===== config.mk =====
export PLATFORM = sky130hd
export DESIGN_NAME = tank_fire_arbiter_flat
export DESIGN_NICKNAME = d
export VERILOG_FILES = /design/src/rtl/tank_pkg.sv /design/src/rtl/tank_fire_arbiter_if.sv /design/src/rtl/tank_fire_arbiter_cooldown.sv /design/src/rtl/tank_fire_arbiter.sv /design/src/flat_wrapper.sv
export SDC_FILE = /design/constraint.sdc
export NUM_CORES = 1
export LEC_CHECK = 0
export BUFFER_PORTS_ARGS = -buffer_cell sky130_fd_sc_hd__buf_2
export CAP_MARGIN = 20
export CORE_ASPECT_RATIO = 1.1
export CORE_MARGIN = 3
export CORE_UTILIZATION = 45
export CTS_BUF_LIST = sky130_fd_sc_hd__clkbuf_16
export DETAILED_ROUTE_END_ITERATION = 8
export GPL_ROUTABILITY_DRIVEN = 0
export GPL_TIMING_DRIVEN = 0
export PLACE_DENSITY = 0.64
export SETUP_SLACK_MARGIN = 0.05
export SKIP_LAST_GASP = 1
export SLEW_MARGIN = 0
export SYNTH_ARGS = -nofsm -noshare
export SYNTH_HDL_FRONTEND = slang
export SYNTH_HIERARCHICAL = 1
export SYNTH_SLANG_ARGS = --single-unit

===== constraint.sdc =====
create_clock -name clk_in -period 4.3 [get_ports clk_in]
set_input_delay 0.645 -clock clk_in [delete_from_list [all_inputs] [get_ports clk_in]]
set_output_delay 0.645 -clock clk_in [all_outputs]
set_load 0.01 [all_outputs]

===== src/rtl/tank_pkg.sv =====
// Shared types and key-map constants for the tank fire arbiter.
package tank_pkg;
  localparam int N_TANK = 4;

  typedef enum logic [1:0] {
    DIR_UP    = 2'd0,
    DIR_DOWN  = 2'd1,
    DIR_LEFT  = 2'd2,
    DIR_RIGHT = 2'd3
  } dir_t;

  localparam int KEY_UP_OFS    = 0;
  localparam int KEY_DOWN_OFS  = 1;
  localparam int KEY_LEFT_OFS  = 2;
  localparam int KEY_RIGHT_OFS = 3;
  localparam int KEY_FIRE_BASE = 16;

  typedef enum logic {S_IDLE, S_OFFER} state_t;

  // Direction key nibble -> facing, up > down > left > right.
  function automatic dir_t dir_pick(input logic [3:0] k);
    if (k[KEY_UP_OFS])        return DIR_UP;
    else if (k[KEY_DOWN_OFS]) return DIR_DOWN;
    else if (k[KEY_LEFT_OFS]) return DIR_LEFT;
    else                      return DIR_RIGHT;
  endfunction
endpackage


===== src/rtl/tank_fire_arbiter_if.sv =====
// Valid/ready bullet-spawn port between the arbiter (master) and bullet engine (slave).
interface tank_fire_arbiter_if;
  import tank_pkg::*;
  logic       fire_valid;
  logic       fire_ready;
  logic [1:0] fire_tank;
  dir_t       fire_dir;

  modport master (output fire_valid, fire_tank, fire_dir, input fire_ready);
  modport slave  (input fire_valid, fire_tank, fire_dir, output fire_ready);
endinterface


===== src/rtl/tank_fire_arbiter_cooldown.sv =====
// Per-tank shot cooldown: loads COOLDOWN on an accepted shot, counts down, saturates at 0.
module fire_cooldown #(
  parameter int COOLDOWN = 25_000_000,
  parameter int CD_W     = $clog2(COOLDOWN + 1)
) (
  input  logic clk_in,
  input  logic rst_in,
  input  logic load_i,
  output logic zero_o
);
  logic [CD_W-1:0] cnt_q;

  always_ff @(posedge clk_in or posedge rst_in) begin
    if (rst_in)              cnt_q <= '0;
    else if (load_i)         cnt_q <= CD_W'(COOLDOWN);
    else if (cnt_q != '0)    cnt_q <= cnt_q - 1'b1;
  end

  assign zero_o = (cnt_q == '0);
endmodule


===== src/rtl/tank_fire_arbiter.sv =====
// Tank fire arbiter: facing tracking, fire capture, round-robin spawn grant, per-tank cooldown.
// Define FIRE_AUTOREPEAT_EN to make fire level-sensitive (held fire repeats each cooldown).
module tank_fire_arbiter
  import tank_pkg::*;
#(
  parameter int COOLDOWN = 25_000_000
) (
  input  logic                 clk_in,
  input  logic                 rst_in,
  input  logic [19:0]          keys_in,
  tank_fire_arbiter_if.master  fire,
  output logic [7:0]           facing_out,
  output logic [3:0]           cooling_out
);
  localparam int CD_W = $clog2(COOLDOWN + 1);

  logic [N_TANK-1:0][1:0] facing_q;
  logic [N_TANK-1:0]      fire_prev_q, pending_q, pending_d;
  logic [N_TANK-1:0]      fire_req, cd_zero, cd_load;
  logic [N_TANK-1:0]      fire_lvl;
  state_t                 state_q;
  logic [1:0]             last_grant_q, tank_q, grant;
  dir_t                   dir_q;
  logic                   valid_q, found, hs;

  assign fire_lvl = keys_in[KEY_FIRE_BASE +: N_TANK];
  assign hs       = (state_q == S_OFFER) && fire.fire_ready;

  for (genvar i = 0; i < N_TANK; i++) begin : g_tank
    always_ff @(posedge clk_in or posedge rst_in) begin
      if (rst_in)                    facing_q[i] <= DIR_UP;
      else if (|keys_in[4*i +: 4])   facing_q[i] <= dir_pick(keys_in[4*i +: 4]);
    end

    assign cd_load[i] = hs && (tank_q == 2'(i));

    fire_cooldown #(.COOLDOWN(COOLDOWN), .CD_W(CD_W)) u_cd (
      .clk_in (clk_in),
      .rst_in (rst_in),
      .load_i (cd_load[i]),
      .zero_o (cd_zero[i])
    );
  end

`ifdef FIRE_AUTOREPEAT_EN
  assign fire_req = fire_lvl;
`else
  assign fire_req = fire_lvl & ~fire_prev_q;
`endif

  // The handshaken tank still has pending set this cycle, so its own edge is dropped.
  assign pending_d = (pending_q & ~cd_load) | (fire_req & cd_zero & ~pending_q);

  always_ff @(posedge clk_in or posedge rst_in) begin
    if (rst_in) begin
      fire_prev_q <= '0;
      pending_q   <= '0;
    end else begin
      fire_prev_q <= fire_lvl;
      pending_q   <= pending_d;
    end
  end

  always_comb begin
    found = 1'b0;
    grant = last_grant_q;
    for (int k = 1; k <= N_TANK; k++) begin
      if (!found && pending_q[last_grant_q + 2'(k)]) begin
        found = 1'b1;
        grant = last_grant_q + 2'(k);
      end
    end
  end

  always_ff @(posedge clk_in or posedge rst_in) begin
    if (rst_in) begin
      state_q      <= S_IDLE;
      valid_q      <= 1'b0;
      tank_q       <= '0;
      dir_q        <= DIR_UP;
      last_grant_q <= 2'd3;
    end else begin
      case (state_q)
        S_IDLE: if (found) begin
          tank_q  <= grant;
          dir_q   <= dir_t'(facing_q[grant]);
          valid_q <= 1'b1;
          state_q <= S_OFFER;
        end
        S_OFFER: if (fire.fire_ready) begin
          valid_q      <= 1'b0;
          last_grant_q <= tank_q;
          state_q      <= S_IDLE;
        end
        default: state_q <= S_IDLE;
      endcase
    end
  end

  assign fire.fire_valid = valid_q;
  assign fire.fire_tank  = tank_q;
  assign fire.fire_dir   = dir_q;
  assign facing_out      = facing_q;
  assign cooling_out     = ~cd_zero;
endmodule

===== src/flat_wrapper.sv =====
// flat-port wrapper written by rule: the top's interface ports become plain ports
module tank_fire_arbiter_flat import tank_pkg::*;
#(
  parameter int COOLDOWN = 25_000_000
)
  (clk_in, rst_in, keys_in, facing_out, cooling_out, fire_fire_valid, fire_fire_tank, fire_fire_dir, fire_fire_ready);
  tank_fire_arbiter_if fire_i ();
  input  logic clk_in;
  input  logic rst_in;
  input  logic [19:0] keys_in;
  output logic [7:0] facing_out;
  output logic [3:0] cooling_out;
  output wire logic [$bits(fire_i.fire_valid)-1:0] fire_fire_valid;
  output wire logic [$bits(fire_i.fire_tank)-1:0] fire_fire_tank;
  output wire logic [$bits(fire_i.fire_dir)-1:0] fire_fire_dir;
  input wire logic [$bits(fire_i.fire_ready)-1:0] fire_fire_ready;
  assign fire_fire_valid = fire_i.fire_valid;
  assign fire_fire_tank = fire_i.fire_tank;
  assign fire_fire_dir = fire_i.fire_dir;
  assign fire_i.fire_ready = fire_fire_ready;
  tank_fire_arbiter #(.COOLDOWN(COOLDOWN)) u_core (.clk_in(clk_in), .rst_in(rst_in), .keys_in(keys_in), .fire(fire_i), .facing_out(facing_out), .cooling_out(cooling_out));
endmodule

Word-level counts from Yosys, hierarchy flattened
Index checks and enable logic that the tools add are counted.
Storage, ports and cells
  register bits after elaboration: 124
  latch bits: 0
  bits in writable memories: 0
  bits in read-only memories: 0
  input bits: 23
  memories kept: 0
Cells by class
  add/subtract/negate cells: 7
  multiply operators: 0
  div/mod/pow operators: 0
  order comparisons: 5
  equal/unequal tests: 5
  shift operators: 0
  muxes and demuxes: 44
  bitwise operators: 10
  reductions and logical operators: 31
Operators with widths (count)
  25-bit two-way mux: 8
  25-bit logical NOT: 4
  25-bit nonzero test: 4
  25-bit by 1-bit subtractor with 25-bit output, second input constant: 4
  2-bit two-way mux: 13
  4-bit AND: 4
  1-bit two-way mux: 16
  4-bit NOT: 4
  4-bit OR reduction: 4
  2-bit by 3-bit < comparator with 1-bit output, second input constant: 5
  1-bit binary-select mux with 2-bit select: 4
  1-bit logical AND: 8
  2-bit nonzero test: 4
  2-bit AND reduction: 3
  2-bit adder, second input constant: 2
  2-bit binary-select mux with 2-bit select: 1
  2-bit equality test, second input constant: 2
  4-bit OR: 1
  1-bit one-hot mux with 2 select lines: 2
  1-bit logical NOT: 3
  2-bit by 1-bit adder with 2-bit output, second input constant: 1
  2-bit by 1-bit equality test with 1-bit output, second input constant: 1
  2-bit logical NOT: 1
  2-bit by 1-bit != test with 1-bit output, second input constant: 1
  2 further kinds: 2

Longest topological paths before layout
Gate-level depths: netlist (run 1).
  depth after elaboration: 15
  mapped depth: 9
  mapped depth without buffers: 7

Cells and area by module
Netlist (run 1), hierarchy kept.
Modules (own cells, without submodules)
  fire_cooldown: instances 4, cells an instance 154, area an instance 1431.4 um^2, seq. area each 625.6 um^2
  tank_fire_arbiter: instances 1, cells an instance 113, area an instance 1122.3 um^2, seq. area each 603.1 um^2

Worst setup path after synthesis (run 1)
No wires, ideal clock.
  path kind: reg-to-reg
  from: reg u_core.g_tank[0].u_cd.cnt_q[1]
  to: reg u_core.g_tank[0].u_cd.cnt_q[23]
  setup time: 0.125 ns
  data arrival time: 2.114 ns
  data required time: 4.175 ns
  path slack: 2.061 ns
  stages on the path, launching flop included: 7
  buffers on the path: 1
  cells stage by stage: dfrtp_1 or4_1 clkbuf_1 nor4_2 nand2_1 nor4_1 mux2_2
On the way
  cells in the longest elaborated chain, start to end: 3
  elaborated cells between the ends (all ways): 5
  those cells by class: add/sub (1); mux (2); reduce/logical (2)
Ends and longest elaborated chain
  start: declaration: RTL line tank_fire_arbiter_cooldown.sv:11  | logic [CD_W-1:0] cnt_q;
  start signal: assignment: RTL line tank_fire_arbiter_cooldown.sv:15  | else if (load_i) cnt_q <= CD_W'(COOLDOWN);
  start signal: assignment: RTL line tank_fire_arbiter_cooldown.sv:16  | else if (cnt_q != '0) cnt_q <= cnt_q - 1'b1;
  25-bit by 1-bit subtractor with 25-bit output: RTL line tank_fire_arbiter_cooldown.sv:16
  25-bit two-way mux: RTL line tank_fire_arbiter_cooldown.sv:16
  25-bit two-way mux: RTL line tank_fire_arbiter_cooldown.sv:15
Several ways; a longest one is shown, not always the timed one. The select of a mux whose other input is x is not followed.
A chain may end at the register's enable or synchronous reset.

Worst setup path in the final report (run 1)
  from: reg u_core.g_tank[0].u_cd.cnt_q[20]
  to: out cooling_out[0]
On the way
  cells in the longest elaborated chain, start to end: 2
Ends and longest elaborated chain
  25-bit logical NOT: RTL line tank_fire_arbiter_cooldown.sv:19  | assign zero_o = (cnt_q == '0);
  named net u_core.cd_zero[0]: RTL line tank_fire_arbiter.sv:19  | logic [N_TANK-1:0] fire_req, cd_zero, cd_load;
  4-bit NOT: RTL line tank_fire_arbiter.sv:104  | assign cooling_out = ~cd_zero;
  end: declaration: RTL line flat_wrapper.sv:12  | output logic [3:0] cooling_out;
The timed path passes the listed nets, and every way through them passes these cells.

==> results of run 1 <==
==> metrics by stage <==
| stage | utilization, % | setup slack [ns] | hold slack (ns) |
|---|---|---|---|
| 5_1_grt | 54.0 | 1.40 | 0.157 |
| 3_5_place_dp | 49.6 | 1.50 | 0.419 |
| 4_1_cts | 53.5 | 1.51 | 0.331 |
| 6_report | 54.0 | 1.51 | 0.164 |
| 2_1_floorplan | - | 2.06 | 0.405 |
| 3_3_place_gp | 49.6 | 1.54 | 0.413 |
==> area by class of cell <==
type / instances / area [µm²]
Buffer: 28 / 145
Clock buffer: 17 / 425
Clock inverter: 15 / 150
Fill cell: 1319 / 6750
Inverter: 24 / 90.1
Multi-Input combinational cell: 553 / 3510
Sequential cell: 124 / 3110
Tap cell: 192 / 240
Timing Repair Buffer: 42 / 265
==> logic make-up after synthesis <==
logic type | Yosys count | synth area share (%)
AND/OR/NAND/NOR | 380 | 32.1
multiplexers | 21 | 3.29
XOR/XNOR | 8 | 1.02
buffers and inverters | 52 | 3.43
adder cells (fa/ha/maj) | 8 | 1.46
AO/OA/AOI/OAI | 136 | 13.3
flip-flops | 124 | 45.3
==> layout by cell type, fill, tap and decap left out, types with 12 or more instances in the layout <==
cell and n:
nor4_1 29, clkbuf_1 16, inv_1 20, or4_1 36
buf_2 47, a21oi_1 22, o31ai_1 25, nor2_1 87
nand2_1 28, nand2b_1 12, nor3_1 22, clkbuf_16 17
nor2b_1 21, nand3_1 51, dfrtp_1 122, o21ai_0 37
a31oi_1 12, or3_1 32
==> sequential cells by signal (all words and copies together), names as in the netlist, 2 cells and up <==
register	flops
u_core/g_tank.u_cd/cnt_q	100
u_core/facing_out	8
u_core/fire_prev_q	4
u_core/pending_q	4
u_core/fire.fire_dir	2
u_core/fire.fire_tank	2
u_core/last_grant_q	2
==> worst max-delay path by stage <==
stage / startpoint / end / slack (ns) / depth (start not counted)
6_report: u_core/g_tank[0].u_cd/cnt_q[20]$_DFFE_PP0P_ / cooling_out[0] / 1.51 / 6
5_1_grt: u_core/g_tank[0].u_cd/cnt_q[18]$_DFFE_PP0P_ / cooling_out[0] / 1.40 / 6
4_1_cts: u_core/g_tank[0].u_cd/cnt_q[20]$_DFFE_PP0P_ / cooling_out[0] / 1.51 / 6
3_5_place_dp: fire_fire_ready / u_core/g_tank[2].u_cd/cnt_q[19]$_DFFE_PP0P_ / 1.50 / 7
3_3_place_gp: fire_fire_ready / u_core/g_tank[2].u_cd/cnt_q[19]$_DFFE_PP0P_ / 1.54 / 7
2_1_floorplan: u_core/g_tank[0].u_cd/cnt_q[1]$_DFFE_PP0P_ / u_core/g_tank[0].u_cd/cnt_q[23]$_DFFE_PP0P_ / 2.06 / 6
==> routing by layer <==
| layer | vias up | global-route usage [%] |
|---|---|---|
| met5 | - | 0 |
| met1 | 2929 | 27.6 |
| met2 | 116 | 33.8 |
| met4 | 0 | 7.08 |
| met3 | 16 | 4.59 |
| li1 | 2869 | - |
==> worst max-delay path, stage by stage, from the launching register on <==
cell and delay (ns):
dfrtp_1 0.40, or4_1 0.53, nor2_1 0.30, nand2_1 0.09, nor2_1 0.21, inv_1 0.06
buf_2 0.14
==> where the power goes <==
part | total (W) | leakage (nW) | internal [W] | switching (W)
clock | 0.00139 | 0.265 | 0.000848 | 0.000544
sequential | 0.00188 | 1.41 | 0.00149 | 0.000392
combinational | 0.00122 | 1.25 | 0.000570 | 0.000649
==> flow_summary_export.csv, run 1 <==
group,metric,value,unit
run_status,status,"complete, no violations",
timing,fmax,0.358,GHz
logic_synthesis,syn_avg_cell_area,9.39,µm²
place,hpwl,11500,µm
power,leakage,2.92,nW
logic_synthesis,yosys-top-cells-area,"dfrtp_1, nor2_1, or4_1",
layout,n_antenna_cell,0,
grt,grt_pass1_vias,5680,
drt,wl_met2,8150,µm
place,io_buffers,39,
setup_path,r2r_cells,6,
floorplanning,core,14700,µm²
grt,antenna_found_initial,0,
grt,overflow,0,
logic_synthesis,synth_nets,760,
setup_path,reg2reg_to,"u_core/g_tank[3].u_cd/cnt_q[23]$_DFFE_PP0P_",
place,place_area,7280,µm²
drt,wl_met1,7730,µm
timing,fin_crit,2.79,ns
floorplanning,design.die.area,16700,µm²
clock_tree,clock_sinks,124,
job,maxCapViolCount,0,
logic_synthesis,postSynthCellCount,729,
floorplanning,die_y,135,µm
clock_tree,root_buffer,"clkbuf_16",
clock_tree,postCtsHoldBufs,0,
logic_synthesis,ys_types,56,
logic_synthesis,synth.most_common_cell,"dfrtp_1",
timing,worst_pin_slew,0.980,ns
logic_synthesis,ys_async_sr_fraction,100,%
clock_tree,clkLatencyLatePin,0.42,ns
timing,tns,0,ns
setup_path,rrSetupSlack,1.61,ns
logic_synthesis,netlist_area,6850,µm²
power,ir_drop,331,µV
setup_path,critical_path_arrival,2.15,ns
setup_path,critPathLaunchType,"flop",
drt,wl_per_cell,16.7,µm
setup_path,path_max_fanout,5,
layout,layout-drive-gt1-share,16.2,%
power,p_total,0.00449,W
hold_path,hp-class,"input pin to asynchronous set/reset pin",
timing,rsz0062_at_grt,"no",
timing,finalSetupViolations,0,
timing,finClkSkew,0.00712,ns
floorplanning,die_w,124,µm
timing,fin_crit_sh,64.9,%
logic_synthesis,ys_warn_count,6,
setup_path,critPathCaptureType,"output port",
grt,grt_pass1_wl,28000,µm
layout,final_nets,821,
logic_synthesis,synth_seq_cells,124,
power,p_per_area,566,nW/µm²
drt,wl,16600,µm
logic_synthesis,synth_commonest_cells,"dfrtp_1, nor2_1, nand3_1",
layout,area_delta_synth_final,15.8,%
grt,grt_usage,20.9,%
clock_tree,path_clk_slew,0.06,ns
clock_tree,postCtsSetupRepairBufs,0,
clock_tree,clockBufferDepth,2,
logic_synthesis,yosys_most_used_dff,"dfrtp_1",
drt,firstDrtPassIters,5,
clock_tree,cts_tree,"built",
timing,report.final.hold_viol_count,0,
timing,slew_violations,0,
setup_path,critical_path_class,"flop to output port",
drt,vias,5930,
logic_synthesis,synth_edf_count,0,
floorplanning,io_pins,40,
layout,final_cell_count_no_fill,995,
drt,drc,0,
setup_path,required,3.65,ns
clock_tree,cts_resized,0,
drt,avgViaCountPerCell,5.96,
drt,ant_nets,0,
clock_tree,cts_buffers,17,
logic_synthesis,yosys.area.top_type_share,44.6,%
drt,first_iter_violations,493,
logic_synthesis,yosysSeqAreaShare,45.3,%
layout,stdcell_area,7930,µm²
grt,grt_max_degree,26,
place,dp.cells,960,
clock_tree,htreeDepth,4,
logic_synthesis,yosys.area.top_type,"dfrtp_1",
timing,max-slew-margin-rel,34.6,%
floorplanning,rows,46,
drt,dr_wl_met3,539,µm
drt,top_layer_used,"met4",
setup_path,worst_r2r_startpoint,"u_core/g_tank[3].u_cd/cnt_q[2]$_DFFE_PP0P_",
floorplanning,start_util,46.7,%
(Power assumes the default switching activity.)
==> run 2, diff against run 1 <==
- ABC_AREA: unset -> 1
- clock period: 4.3 -> 2.7 ns (I/O delays scaled with it)
==> run 2 against run 1 <==
  * Non-clock buffer count decreased by 14
  * Design area increased by 14%
  * Synthesized cell count increased by 54%
  * First-iteration DRC count increased by 2.0%
  * Die area increased by 15%
  * Clock skew decreased by 0.0018 ns
  * Area after synthesis increased by 15%
  * Wire length increased by 14%
  * Clock-buffer cell count unchanged
  * Final cell count increased by 44%
  * Global-route usage decreased by 0.42 points
  * Sequential power increased by 9%
==> flow_summary_export.csv, run 2 <==
group,metric,value,unit
layout,layout-drive-gt1-share,15.6,%
timing,slew_violations,0,
power,p_seq_share,43.6,%
power,p_int,0.00345,W
logic_synthesis,ys_warn_count,6,
layout,final_cell_count_no_fill,1429,
clock_tree,cts_buffers,17,
clock_tree,htreeDepth,4,
drt,wl_per_cell,13.2,µm
drt,drc,0,
floorplanning,design.die.area,19200,µm²
timing,fmax,0.415,GHz
clock_tree,root_buffer,"clkbuf_16",
timing,max-slew-margin-rel,40.5,%
timing,final.setup.worst_slack,0.292,ns
timing,worst_pin_slew,0.892,ns
grt,antenna_found_initial,0,
power,p_per_area,519,nW/µm²
layout,final_common_cell,"nand2_1",
setup_path,reg2reg_to,"u_core/g_tank[0].u_cd/cnt_q[8]$_DFFE_PP0P_",
power,p_total,0.00469,W
drt,first_iter_violations,503,
place,place_ws,0.605,ns
layout,largest-register,"u_core/g_tank.u_cd/cnt_q",
power,pwr-share-comb,10.0,%
grt,grt_usage,20.4,%
floorplanning,die_w,132,µm
grt,grt_max_degree,26,
logic_synthesis,synth_commonest_cells,"nand2_1, nor2_1, inv_1",
drt,wl,18900,µm
clock_tree,path_clk_slew,0.05,ns
run_status,status,"complete, no violations",
clock_tree,cts_tree,"built",
layout,final_nets,1213,
layout,final_cell_mix,"nand2_1, nor2_1, inv_1",
logic_synthesis,postSynthCellCount,1120,
power,ir_drop,466,µV
grt,overflow,0,
timing,timing.hold.ws,0.00504,ns
floorplanning,core,17100,µm²
place,hpwl,14200,µm
power,leakage,4.31,nW
setup_path,critical_path_class,"flop to output port",
clock_tree,clock_sinks,124,
timing,tns,0,ns
setup_path,r2r_cells,5,
drt,ant_nets,0,
power,switching_share,26.5,%
setup_path,critical_path_arrival,2.00,ns
place,io_buffers,39,
logic_synthesis,ys_types,34,
place,dp.cells,1393,
setup_path,required,2.30,ns
clock_tree,postCtsSetupRepairBufs,0,
setup_path,critPathLaunchType,"flop",
job,maxCapViolCount,0,
layout,largest_reg_flops,100,
grt,grt_pass1_vias,6624,
logic_synthesis,synth.most_common_cell,"nand2_1",
power,p_switching,0.00124,W
clock_tree,cts_resized,0,
power,clock_power_share,46.4,%
floorplanning,rows,50,
logic_synthesis,synth_seq_cells,124,
timing,finalSetupViolations,0,
logic_synthesis,yosysSeqAreaShare,39.3,%
grt,grt_pass1_wl,32300,µm
clock_tree,clockBufferDepth,2,
logic_synthesis,synth_edf_count,0,
setup_path,path_max_fanout,7,
clock_tree,clkLatencyLatePin,0.42,ns
logic_synthesis,yosys.area.top_type_share,38.6,%
timing,report.final.hold_viol_count,0,
hold_path,hp-class,"input pin to asynchronous set/reset pin",
logic_synthesis,netlist_area,7910,µm²
timing,fin_crit,2.41,ns
logic_synthesis,yosys.area.top_type,"dfrtp_1",
logic_synthesis,yosys_most_used_dff,"dfrtp_1",
setup_path,worst_r2r_startpoint,"u_core/fire.fire_tank[0]$_DFFE_PP0P_",
setup_path,critPathCaptureType,"output port",
layout,area_delta_synth_final,14.4,%
logic_synthesis,ys_async_sr_fraction,100,%
setup_path,rrSetupSlack,0.77,ns
floorplanning,start_util,46.1,%
drt,avgViaCountPerCell,4.97,
timing,fin_crit_sh,89.2,%
logic_synthesis,synth_nets,1151,
clock_tree,postCtsHoldBufs,0,
logic_synthesis,syn_avg_cell_area,7.06,µm²
floorplanning,die_y,145,µm
drt,firstDrtPassIters,7,
drt,vias,7109,
floorplanning,io_pins,40,
timing,finClkSkew,0.00535,ns
layout,n_antenna_cell,0,
logic_synthesis,yosys-top-cells-area,"dfrtp_1, nand2_1, nor2_1",
timing,rsz0062_at_grt,"no",
run 2: changes by cell type after synthesis, moves of 32 or more:
cell / before / now
nand2_1: 28 / 258
nand3_1: 51 / 129
or3_1: 32 / 0
inv_1: 20 / 139
nor2_1: 87 / 182
nor2_2: 0 / 36
or4_1: 36 / 0
run 2: layout make-up:
cell class | count | area [µm²]
tap | 234 | 293
timing repair buffer | 43 | 293
sequential | 124 | 3110
inverter | 156 | 596
multi-input combinational | 827 | 4100
clock buffer | 17 | 425
buffer | 13 | 101
fill | 1735 | 8090
clock inverter | 15 | 131
run 2: critical path, stage by stage, from the launching register on:
cell and delay [ns]:
dfrtp_1 0.37, inv_1 0.19, ha_1 0.24, nand3_1 0.13
nor2_4 0.12, nand3_4 0.10, inv_1 0.24, inv_1 0.06
buf_2 0.14
run 2: metrics by stage:
step | instance area (µm²) | util (%)
floorplan | 7910 | -
global placement | 8390 | 49.0
detailed placement | 8390 | 49.0
CTS | 8950 | 52.2
global route | 9050 | 52.8
finish | 9050 | 52.8
run 2: cell families (layout without fill, tap and decap cells):
family	count (synthesis)	after routing	synth area share [%]
fa+ha+maj	8	8	1.27
flops	124	124	39.3
buf+inv	169	244	8.81
xor+xnor	4	4	0.443
compound gates	97	97	6.62
simple gates	718	718	43.6
run 2: power groups by stage:
stage	Combinational (W)	Sequential, W	Clock (W)
after CTS	0.000459	0.00204	0.00224
after global routing	0.000544	0.00206	0.00233
final	0.000470	0.00205	0.00218
after floorplan	0.000344	0.00206	0
after global placement	0.000448	0.00207	0
after detailed placement	0.000455	0.00208	0
run 2: worst max-delay path by stage:
stage,start,to,slack [ns],depth (start not counted)
global placement,fire_fire_ready,u_core/g_tank[0].u_cd/cnt_q[23]$_DFFE_PP0P_,0.63,7
global route,u_core/g_tank[3].u_cd/cnt_q[0]$_DFFE_PP0P_,cooling_out[3],0.14,8
detailed placement,fire_fire_ready,u_core/g_tank[0].u_cd/cnt_q[23]$_DFFE_PP0P_,0.61,7
floorplan,u_core/g_tank[0].u_cd/cnt_q[0]$_DFFE_PP0P_,cooling_out[0],1.15,7
CTS,u_core/g_tank[3].u_cd/cnt_q[0]$_DFFE_PP0P_,cooling_out[3],0.27,8
finish,u_core/g_tank[3].u_cd/cnt_q[0]$_DFFE_PP0P_,cooling_out[3],0.29,8
run 2: layer usage:
layer  up-vias  part of all wire [%]  track usage [%]
li1       3704                     -                -
met1      3263                    48             28.5
met2       124                    47             32.4
met3        18                   3.4             3.88
met4         0                   1.5             6.08
met5         -                     0                0
==> run 3, diff against run 2 <==
- CORE_ASPECT_RATIO: 1.1 -> 2
==> run 3 against run 2 <==
  * Largest power group unchanged
  * Clock-buffer cell count unchanged
  * Sequential cell count stayed put
  * Global-route usage grew 2.1 points
  * Largest cell class unchanged
  * Critical endpoint is now cooling_out[2]
  * Via count increased by 1.7%
  * Highest routed layer unchanged
  * Design area fell by 0.39%
  * Setup slack better by 0.018 ns
  * Clock power rose by 5%
  * Power rose by 2.1%
==> flow_summary_export.csv, run 3 (synthesized netlist as in run 2, its figures left out) <==
group,metric,value,unit
clock_tree,cts_buffers,17,
timing,fin_crit,2.39,ns
place,io_buffers,39,
power,pwr-share-comb,9.8,%
floorplanning,rows,68,
power,ir_drop,379,µV
grt,grt_max_degree,26,
drt,first_iter_violations,250,
drt,wl,20700,µm
job,maxCapViolCount,0,
timing,slew_violations,0,
layout,largest-register,"u_core/g_tank.u_cd/cnt_q",
layout,final_nets,1213,
layout,final_cell_mix,"nand2_1, nor2_1, inv_1",
drt,drc,0,
layout,final_common_cell,"nand2_1",
timing,fin_crit_sh,88.5,%
layout,fin_util,52.2,%
setup_path,critPathCaptureType,"output port",
setup_path,critical_path_class,"flop to output port",
grt,overflow,0,
grt,grt_pass1_wl,34800,µm
clock_tree,postCtsSetupRepairBufs,0,
clock_tree,clockBufferDepth,2,
clock_tree,htreeDepth,4,
clock_tree,root_buffer,"clkbuf_16",
timing,tns,0,ns
floorplanning,io_pins,40,
layout,largest_reg_flops,100,
setup_path,critPathLaunchType,"flop",
power,p_int,0.00354,W
power,p_per_area,531,nW/µm²
timing,timing.hold.ws,0.116,ns
drt,firstDrtPassIters,7,
clock_tree,clkLatencyLatePin,0.42,ns
setup_path,path_max_fanout,7,
floorplanning,die_y,193,µm
grt,grt_usage,22.5,%
place,hpwl,16000,µm
drt,vias,7229,
power,switching_share,26.1,%
power,p_seq_share,42.7,%
grt,grt_pass1_vias,7271,
hold_path,hp-class,"input pin to flop",
floorplanning,design.die.area,19300,µm²
timing,rsz0062_at_grt,"no",
power,clock_power_share,47.6,%
timing,report.final.hold_viol_count,0,
timing,finClkSkew,0.00914,ns
floorplanning,core,17300,µm²
run_status,status,"complete, no violations",
clock_tree,cts_tree,"built",
setup_path,required,2.30,ns
power,leakage,4.30,nW
clock_tree,clock_sinks,124,
grt,antenna_found_initial,0,
floorplanning,die_w,99.7,µm
drt,ant_nets,0,
timing,worst_pin_slew,1.02,ns
timing,fmax,0.419,GHz
setup_path,critical_path_arrival,1.98,ns
layout,n_antenna_cell,0,
layout,area_delta_synth_final,14.0,%
layout,layout-drive-gt1-share,15.4,%
timing,max-slew-margin-rel,31.6,%
clock_tree,path_clk_slew,0.05,ns
floorplanning,start_util,45.8,%
timing,finalSetupViolations,0,
layout,register_area,3110,µm²
drt,avgViaCountPerCell,5.15,
power,p_switching,0.00125,W
layout,multi_input_area,4100,µm²
layout,fill_cells,1739,
drt,wl_per_cell,14.7,µm
-- run 3: changes by cell type in the layout (fill, tap and decap cells not counted), sizes merged --
cell,delta
clkinv,-4
inv,+1
clkinvlp,+2
dlygate4sd3,+1
bufinv,+1
buf,-1
-- run 3: final cells by class --
cell class	count	area share, %
inverter	156	6.61
timing repair buffer	43	2.92
clock buffer	17	4.72
multi-input combinational	827	45.5
buffer	13	1.12
clock inverter	15	1.74
tap	210	2.92
sequential	124	34.5
-- run 3: worst paths after layout --
check	start	end	slack, ns	cells after the start
setup / recovery	u_core/g_tank[2].u_cd/cnt_q[0]$_DFFE_PP0P_	cooling_out[2]	0.31	8
hold / removal	keys_in[16]	u_core/fire_prev_q[0]$_DFF_PP0_	0.12	1
setup reg to reg	u_core/fire.fire_tank[1]$_DFFE_PP0P_	u_core/g_tank[2].u_cd/cnt_q[17]$_DFFE_PP0P_	0.54	6
hold reg to reg	u_core/fire_prev_q[3]$_DFF_PP0_	u_core/pending_q[3]$_DFF_PP0_	0.42	1
max in group asynchronous	rst_in	u_core/g_tank[1].u_cd/cnt_q[6]$_DFFE_PP0P_	1.23	3
min in group asynchronous	rst_in	u_core/g_tank[0].u_cd/cnt_q[1]$_DFFE_PP0P_	0.49	3
-- run 3: metal layers --
metal | vias to the layer above | share of wire (%) | GRT usage, %
met2 | 124 | 57 | 43.1
met1 | 3341 | 36 | 22.7
li1 | 3711 | - | -
met5 | - | 0 | 0
met3 | 53 | 2.3 | 2.85
met4 | 0 | 4.3 | 11.8
-- run 3: through the flow --
stage / setup slack [ns] / area (µm²) / total power (W) / instances
floorplan: 1.15 / 7910 / 0.00240 / 1120
global route: 0.168 / 9010 / 0.00501 / 1405
detailed placement: 0.472 / 8360 / 0.00253 / 1369
CTS: 0.270 / 8950 / 0.00484 / 1401
global placement: 0.449 / 8360 / 0.00252 / 1369
finish: 0.311 / 9010 / 0.00479 / 1405
-- run 3: timing repair --
item / 4_1_cts / 5_1_grt
hold endpoints to repair: 0 / 2
gates resized for setup: 0 / 0
hold buffers: 0 / 1
-- run 3: worst max-delay path, stage by stage (launching register included) --
cell and delay, ns:
dfrtp_1 0.37, inv_1 0.21, ha_1 0.22, nand3_1 0.12
nor2_4 0.12, nand3_4 0.11, inv_1 0.22, inv_1 0.06
buf_2 0.14
-- run 3: power by group through the flow --
stage / sequential, W / clock [W] / combinational (W)
after floorplan: 0.00206 / 0 / 0.000344
after global placement: 0.00207 / 0 / 0.000451
after detailed placement: 0.00207 / 0 / 0.000459
after CTS: 0.00204 / 0.00233 / 0.000461
after global routing: 0.00205 / 0.00240 / 0.000548
final: 0.00204 / 0.00228 / 0.000468
